===== src/rtl/preg_pkg.sv =====
// Shared types for the elastic pipeline register: occupancy state and count width.
package preg_pkg;
  localparam int CNT_W = 2;

  typedef enum logic [1:0] {
    ST_EMPTY = 2'd0,
    ST_ONE   = 2'd1,
    ST_TWO   = 2'd2
  } preg_state_t;
endpackage


===== src/rtl/preg_elastic_slot.sv =====
// One pipeline entry (valid + ctrl + payload) with flush, load, drop-to-bubble and hold.
module preg_slot
  import preg_pkg::*;
#(
  parameter int CTRL_WIDTH          = 16,
  parameter int DATA_WIDTH          = 64,
  parameter int CLEAR_DATA_ON_FLUSH = 0
) (
  input  logic                  clk,
  input  logic                  arst,
  input  logic                  flush,
  input  logic                  load,
  input  logic                  drop,
  input  logic [CTRL_WIDTH-1:0] load_ctrl,
  input  logic [DATA_WIDTH-1:0] load_data,
  output logic                  valid,
  output logic [CTRL_WIDTH-1:0] ctrl,
  output logic [DATA_WIDTH-1:0] data
);
  localparam bit CLEAR_DATA = CLEAR_DATA_ON_FLUSH[0];

  logic                  valid_r;
  logic [CTRL_WIDTH-1:0] ctrl_r;
  logic [DATA_WIDTH-1:0] data_r;

  // Entry register; a bubble always carries all-zero control lanes.
  always_ff @(posedge clk or posedge arst) begin
    if (arst) begin
      valid_r <= 1'b0;
      ctrl_r  <= {CTRL_WIDTH{1'b0}};
      data_r  <= {DATA_WIDTH{1'b0}};
    end else if (flush) begin
      valid_r <= 1'b0;
      ctrl_r  <= {CTRL_WIDTH{1'b0}};
      if (CLEAR_DATA) begin
        data_r <= {DATA_WIDTH{1'b0}};
      end else begin
        data_r <= data_r;
      end
    end else if (load) begin
      valid_r <= 1'b1;
      ctrl_r  <= load_ctrl;
      data_r  <= load_data;
    end else if (drop) begin
      // Payload is left untouched on a bubble to avoid needless toggling.
      valid_r <= 1'b0;
      ctrl_r  <= {CTRL_WIDTH{1'b0}};
      data_r  <= data_r;
    end else begin
      valid_r <= valid_r;
      ctrl_r  <= ctrl_r;
      data_r  <= data_r;
    end
  end

  assign valid = valid_r;
  assign ctrl  = ctrl_r;
  assign data  = data_r;
endmodule


===== src/rtl/preg_elastic.sv =====
// Elastic pipeline register with valid/ready handshake, flush-to-NOP and optional skid entry.
module preg_elastic
  import preg_pkg::*;
#(
  parameter int CTRL_WIDTH          = 16,
  parameter int DATA_WIDTH          = 64,
  parameter int SKID                = 1,
  parameter int CLEAR_DATA_ON_FLUSH = 0
) (
  input  logic                  i_clk,
  input  logic                  i_arst,
  input  logic                  i_flush,
  input  logic                  i_valid,
  output logic                  o_ready,
  input  logic [CTRL_WIDTH-1:0] i_ctrl,
  input  logic [DATA_WIDTH-1:0] i_data,
  output logic                  o_valid,
  input  logic                  i_ready,
  output logic [CTRL_WIDTH-1:0] o_ctrl,
  output logic [DATA_WIDTH-1:0] o_data,
  output logic [CNT_W-1:0]      o_count
);
  localparam bit HAS_SKID = SKID[0];

  preg_state_t           state_r, state_s;
  logic                  ready_r;
  logic                  accept_s, consume_s;
  logic                  main_load_s, main_drop_s, main_from_skid_s;
  logic                  skid_load_s, skid_drop_s;
  logic                  main_valid_s, skid_valid_s;
  logic [CTRL_WIDTH-1:0] main_ctrl_in_s, skid_ctrl_s;
  logic [DATA_WIDTH-1:0] main_data_in_s, skid_data_s;

  assign o_ready   = HAS_SKID ? ready_r : (~main_valid_s | i_ready);
  assign accept_s  = i_valid & o_ready & ~i_flush;
  assign consume_s = main_valid_s & i_ready;

  // Occupancy state and registered ready (ready is low out of reset until the first edge).
  always_ff @(posedge i_clk or posedge i_arst) begin
    if (i_arst) begin
      state_r <= ST_EMPTY;
      ready_r <= 1'b0;
    end else begin
      state_r <= state_s;
      ready_r <= (state_s != ST_TWO);
    end
  end

  // Next-state and slot control; the single-entry build never reaches ST_TWO since it
  // only accepts in ST_ONE when the downstream consumes.
  always_comb begin
    state_s          = state_r;
    main_load_s      = 1'b0;
    main_drop_s      = 1'b0;
    main_from_skid_s = 1'b0;
    skid_load_s      = 1'b0;
    skid_drop_s      = 1'b0;
    if (i_flush) begin
      state_s = ST_EMPTY;
    end else begin
      case (state_r)
        ST_EMPTY: begin
          if (accept_s) begin
            state_s     = ST_ONE;
            main_load_s = 1'b1;
          end else begin
            state_s = ST_EMPTY;
          end
        end
        ST_ONE: begin
          if (accept_s && consume_s) begin
            main_load_s = 1'b1;
          end else if (accept_s) begin
            state_s     = ST_TWO;
            skid_load_s = 1'b1;
          end else if (consume_s) begin
            state_s     = ST_EMPTY;
            main_drop_s = 1'b1;
          end else begin
            state_s = ST_ONE;
          end
        end
        ST_TWO: begin
          if (consume_s) begin
            state_s          = ST_ONE;
            main_load_s      = 1'b1;
            main_from_skid_s = 1'b1;
            skid_drop_s      = 1'b1;
          end else begin
            state_s = ST_TWO;
          end
        end
        default: begin
          state_s = ST_EMPTY;
        end
      endcase
    end
  end

  // Main entry refills from the skid entry when draining ST_TWO, otherwise from upstream.
  always_comb begin
    main_ctrl_in_s = i_ctrl;
    main_data_in_s = i_data;
    if (main_from_skid_s && skid_valid_s) begin
      main_ctrl_in_s = skid_ctrl_s;
      main_data_in_s = skid_data_s;
    end else begin
      main_ctrl_in_s = i_ctrl;
      main_data_in_s = i_data;
    end
  end

  preg_slot #(
    .CTRL_WIDTH         (CTRL_WIDTH),
    .DATA_WIDTH         (DATA_WIDTH),
    .CLEAR_DATA_ON_FLUSH(CLEAR_DATA_ON_FLUSH)
  ) u_main (
    .clk      (i_clk),
    .arst     (i_arst),
    .flush    (i_flush),
    .load     (main_load_s),
    .drop     (main_drop_s),
    .load_ctrl(main_ctrl_in_s),
    .load_data(main_data_in_s),
    .valid    (main_valid_s),
    .ctrl     (o_ctrl),
    .data     (o_data)
  );

  generate
    if (HAS_SKID) begin : g_skid
      preg_slot #(
        .CTRL_WIDTH         (CTRL_WIDTH),
        .DATA_WIDTH         (DATA_WIDTH),
        .CLEAR_DATA_ON_FLUSH(1)
      ) u_skid (
        .clk      (i_clk),
        .arst     (i_arst),
        .flush    (i_flush),
        .load     (skid_load_s),
        .drop     (skid_drop_s),
        .load_ctrl(i_ctrl),
        .load_data(i_data),
        .valid    (skid_valid_s),
        .ctrl     (skid_ctrl_s),
        .data     (skid_data_s)
      );
    end else begin : g_no_skid
      assign skid_valid_s = 1'b0;
      assign skid_ctrl_s  = {CTRL_WIDTH{1'b0}};
      assign skid_data_s  = {DATA_WIDTH{1'b0}};
    end
  endgenerate

  assign o_valid = main_valid_s;
  assign o_count = state_r;
endmodule


===== config.mk =====
export PLATFORM = sky130hd
export DESIGN_NAME = preg_elastic
export DESIGN_NICKNAME = d
export VERILOG_FILES = /design/src/rtl/preg_pkg.sv /design/src/rtl/preg_elastic_slot.sv /design/src/rtl/preg_elastic.sv
export SDC_FILE = /design/constraint.sdc
export NUM_CORES = 1
export LEC_CHECK = 0
export CAP_MARGIN = 20
export CORE_UTILIZATION = 53
export CTS_CLUSTER_DIAMETER = 120
export CTS_CLUSTER_SIZE = 30
export DETAILED_ROUTE_END_ITERATION = 7
export PLACE_DENSITY = 0.81
export SLEW_MARGIN = 20
export SYNTH_ARGS = -nofsm -noshare
export SYNTH_HDL_FRONTEND = slang
export SYNTH_SLANG_ARGS = --single-unit

===== constraint.sdc =====
create_clock -name i_clk -period 9.5 [get_ports i_clk]
set_input_delay 1.9 -clock i_clk [delete_from_list [all_inputs] [get_ports i_clk]]
set_output_delay 1.9 -clock i_clk [all_outputs]
set_load 0.03 [all_outputs]

==> After elaboration in Yosys (flattened, before gate mapping) <==
Index checks and enable logic that the tools add are counted.
{ "word_totals": {"output_inout_bits": 84, "wordCells": 59, "regBits": 165} }
{ "classes": {"n_eq_ne": 3, "reduce_logical": 7, "bitwise_logic": 4, "n_mux": 37} }
{ "op_table": {"columns": ["operator", "n"], "rows": [
  ["64-bit 2-to-1 mux", 3],
  ["16-bit 2-to-1 mux", 7],
  ["1-bit 2-to-1 mux", 21],
  ["2-bit 2-to-1 mux", 4],
  ["2-bit one-hot mux with 3 select lines", 1],
  ["3-bit nonzero test", 2],
  ["1-bit AND", 3],
  ["1-bit one-hot mux with 3 select lines", 1],
  ["2-bit by 1-bit equality test with 1-bit output (second input constant)", 1],
  ["2-bit equality test (second input constant)", 1],
  ["1-bit logical AND", 2],
  ["2-bit zero test", 1],
  ["2-bit inequality test (second input constant)", 1],
  ["2-bit AND reduction", 1],
  ["2-bit nonzero test", 1],
  ["1-bit NOT", 1]
]} }

==> Longest topological paths before layout <==
{ "depth": {"ltp_word": 9, "mapped_depth": 7, "mapped_depth_nobuf": 4} }

==> Hierarchy <==
Synthesis repeated with hierarchy kept, for this count alone.
{ "hier_totals": {"hier_cells": 576, "area_unflattened_um2": 7908.8} }
{ "by_module_without_submodules": {"columns": ["module", "area_per_inst_um2", "instances", "cells_each", "seq_area_each_um2"], "rows": [
  ["preg_slot at u_main", 3407.0, 1, 214, 2026.9],
  ["preg_slot at g_skid.u_skid", 3294.4, 1, 250, 2026.9],
  ["preg_elastic", 1207.4, 1, 112, 75.1]
]} }

==> Least setup slack after synthesis <==
OpenSTA, ideal clock, no wires.
{ "synth_timing": {"kind": "input to register", "startpoint": "input port i_flush", "endpoint": "register u_main.data_r[0], in the netlist u_main.data[0]", "path_slack_ns": 6.223, "stages": 6, "n_path_buf": 2, "setup_ns": 0.123, "t_arrival_ns": 3.154, "cell_sequence": "buf_2 -> or2_2 -> o32ai_2 -> clkbuf_1 -> nand2b_1 -> o221a_2"} }
{ "synth_via": {"elab_chain_len": 7} }
{ "synth_rtl": {"columns": ["item", "line_no", "rtl"], "rows": [
  ["start: declaration", "preg_elastic.sv:12", "input logic i_flush,"],
  ["1-bit NOT (no source line)", null, null],
  ["1-bit AND", "preg_elastic.sv:35", "assign accept_s = i_valid & o_ready & ~i_flush;"],
  ["1-bit logical AND", "preg_elastic.sv:71", "if (accept_s && consume_s) begin"],
  ["1-bit 2-to-1 mux", "preg_elastic.sv:71", null],
  ["1-bit one-hot mux with 3 select lines", "preg_elastic.sv:61", "case (state_r)"],
  ["1-bit 2-to-1 mux", "preg_elastic.sv:58", "if (i_flush) begin"],
  ["2-bit AND reduction (no source line)", null, null],
  ["end signal: assignment", "preg_elastic_slot.sv:43", "data_r <= load_data;"],
  ["end signal: assignment", "preg_elastic_slot.sv:48", "data_r <= data_r;"],
  ["end signal: assignment", "preg_elastic_slot.sv:52", "data_r <= data_r;"],
  ["end: declaration", "preg_elastic_slot.sv:24", "logic [DATA_WIDTH-1:0] data_r;"]
]} }
Several ways; a longest one is shown, not always the timed one.
A chain may end at the register's enable or synchronous reset.

==> Worst setup path in the final report <==
{ "layout_timing": {"startpoint": "input port i_flush", "endpoint": "register u_main.data_r[31], in the netlist u_main.data[31]"} }
The elaborated chain is that of the path after synthesis.

==> results.md <==
* Final WS setup at 5780 ps
* Clock-pin slew on the worst setup and hold paths at 60 ps
* Die Y-Extent at 116 um
* VDD IR-drop max at 0.000164 V
* Gr usage total at 26.1%
* Final hold slack at 506 ps
* Core Region at 12700 um^2
* Dpl cells at 929
* Fin area at 9280 um^2
* 1st-iter DRT viols at 530
* Clock sink count at 165
* Wire per inst at 17.5 um
* Crit path kind: input pin to flip-flop
* Global-route wire length before repair at 27000 um
* Most common cell on crit path: buf_4
* CP Cell Sequence: clkdlybuf4s50_1 -> buf_4 -> inv_4 -> nand3_2 -> buf_4 -> o221a_2
* Hold endpoint: g_skid.u_skid.ctrl[1]
* WP buf/inv at 4
* Area of the multi-input gates at 2600 um^2
* Drt pass-1 iters at 5
* # fillers at 871
* Final hold violations at 0
* DP Area at 8700 um^2
* Crit. End Element: flip-flop
* HP Class: flip-flop to flip-flop
* Slew Limit Fails at 0
* IO buf count at 168
* Highest Clock Rate at 0.269 GHz
* Worst Max-Slew Pin Slew at 776 ps
* Drt total wl at 16800 um
* Data required, critical path at 9860 ps
* Max Cap Viol at 0
* Gpl congestion at 0.801
* Initial core utilization at 54.7%
* Mapped Area at 6930 um^2
* Initial antenna violation count at 1
* # rows at 41
* PostCTS Resize Cnt at 0
* Fin nets at 862
* Clock Root Buffer: clkbuf_16
* Final Cycle Share at 39.2%
* Status: finished clean
* Aggregate global routing overflow at 0
* CTS Hold Buffers Added at 0
* Clock insertion delay at the later pin of the skew report at 420 ps
* Pre-CTS setup slack at 5360 ps
* Num CTS Buffers at 17
* P&R area growth vs syn at 34.0%
* CP arrival at 4080 ps
* CP max FO at 67
* Cell Count, Final, Fillers Out at 960
* Synth Instances at 631
* CTS tree: yes
* Leak pwr at 3.76 nW
* Crit-path leading delay family: buffers and inverters
* Register Area at 4130 um^2
* Startpoint Class: input pin
* Clock Tree Buf Depth at 2
* Syn Area/Cell at 11.0 um^2
* Synth unique cells at 34
* Slowest Stage Delay on Critical Path at 590 ps
* R2R depth at 5
* Vias in the first global route at 5461
* Hold Path Origin: g_skid.u_skid.ctrl[1]
* R2R Path End: u_main.data[32]
* Fin crit period at 3720 ps
* Worst R2R Start: o_count[0]
* Yosys warnings at 0
* # H-tree levels at 4
* Synthesized flop and latch total at 165
* Hold Crit Depth at 1
* Total die area at 13500 um^2
* RSZ-0062 raised after global routing: false
* Avg Vias per Cell at 5.78
* Setup Buffers After CTS at 0
* Overall die width at 116 um
* Routed via count at 5544
* Max-slew headroom at 48.3%
* Setup crit start: i_flush
* Routed Antenna Nets at 0
* Setup_tns at 0 ps
* Slowest CP cell: buf_4
* Post-DP HPWL at 10300 um
* DRC at 0
* Largest net degree at the start of global routing at 88
* FF-to-FF setup slack at 7340 ps
* Sequential-to-total area share from yosys stat at 59.6%
* Clk_skew at 6.08 ps
* Antenna cell count at 0
* Ratio of cells with drive above 1 in the final layout at 13.7%
* Syn_nets at 716
* Final setup viols at 0
* Pwr Density at 238 nW/um^2
* I/O pin cnt at 169
logic make-up (layout without fill, tap and decap cells):
family                    after synthesis  in the layout  synth area share (%)
AOI/OAI and AO/OA                     186            186                  21.4
xor gates and xnor gates                1              1                 0.126
buffers and inverters                  52            209                  3.13
DFF                                   165            165                  59.6
and+or+nand+nor                       227            227                  15.7
power by group:
group	leakage, nW	switching, mW	internal, mW
Sequential	2.08	0.0779	0.817
Clock	0.280	0.256	0.411
Combinational	1.40	0.342	0.308
Total	3.76	0.676	1.54
layer usage:
metal	share of wire [%]	GRT usage [%]	vias up
li1	-	-	2540
met1	43	34.2	2761
met2	48	41.6	210
met3	7.6	6.90	31
met5	0.072	0	-
met4	1.7	10.5	2
registers in the layout, indices dropped and copies added (netlist names):
| register | flops |
|---|---|
| u_main.valid | 1 |
| o_count | 2 |
| g_skid.u_skid.valid | 1 |
| o_ready | 1 |
| g_skid.u_skid.data | 64 |
| g_skid.u_skid.ctrl | 16 |
| u_main.ctrl | 16 |
| u_main.data | 64 |
cells in the final DEF, fill, tap and decap left out, drive strengths merged, types with 3 or more instances in the layout:
cell type / count
nand2: 146
a22oi: 16
a22o: 16
clkbuf: 26
nand2b: 65
dfrtp: 165
inv: 3
nor2: 3
nand4b: 3
o21ai: 79
buf: 8
clkdlybuf4s50: 168
o221a: 64
cell type report:
class / count / area share [%]
sequential: 165 / 44.5
timing repair buffer: 176 / 18.8
clock inverter: 4 / 0.755
multi-input combinational: 414 / 28.0
inverter: 3 / 0.202
clock buffer: 26 / 5.38
tap: 172 / 2.32
synth_stat cells, drive strengths merged:
| cell type | count | share of area, % |
|---|---|---|
| a211o | 1 | 0.13 |
| a211oi | 1 | 0.11 |
| a21boi | 1 | 0.11 |
| a21o | 1 | 0.11 |
| a21oi | 2 | 0.31 |
| a22o | 16 | 2.0 |
| a22oi | 16 | 1.7 |
| and2 | 2 | 0.18 |
| and4b | 1 | 0.14 |
| buf | 17 | 1.2 |
| clkbuf | 32 | 1.7 |
| dfrtp | 165 | 60 |
| inv | 3 | 0.16 |
| nand2 | 146 | 7.9 |
| nand2b | 65 | 5.9 |
| nand3 | 1 | 0.072 |
| nand3b | 2 | 0.40 |
| nand4b | 3 | 0.47 |
| nor2 | 3 | 0.16 |
| nor3 | 2 | 0.29 |
| o2111a | 1 | 0.16 |
| o2111ai | 1 | 0.13 |
| o21ai | 79 | 5.7 |
| o221a | 64 | 10 |
| o22ai | 1 | 0.18 |
| o31ai | 1 | 0.11 |
| o32ai | 1 | 0.23 |
| or2 | 2 | 0.18 |
| xor2 | 1 | 0.13 |
worst max path at each step:
stage | slack [ps] | to | depth (start not counted)
final | 5780 | u_main.data[31] | 6
after global routing | 5650 | u_main.data[39] | 6
after CTS | 5820 | u_main.data[28] | 6
after detailed placement | 5360 | u_main.data[31] | 6
after global placement | 5090 | u_main.data[19] | 6
after floorplan | 3140 | g_skid.u_skid.ctrl[0] | 1
stage by stage:
step / power [mW] / util [%]
after detailed placement: 1.56 / 68.7
final: 2.21 / 73.2
after CTS: 2.22 / 73.2
after global placement: 1.54 / 68.6
after floorplan: 1.27 / -
after global routing: 2.30 / 73.2
(Power assumes the default switching activity.)
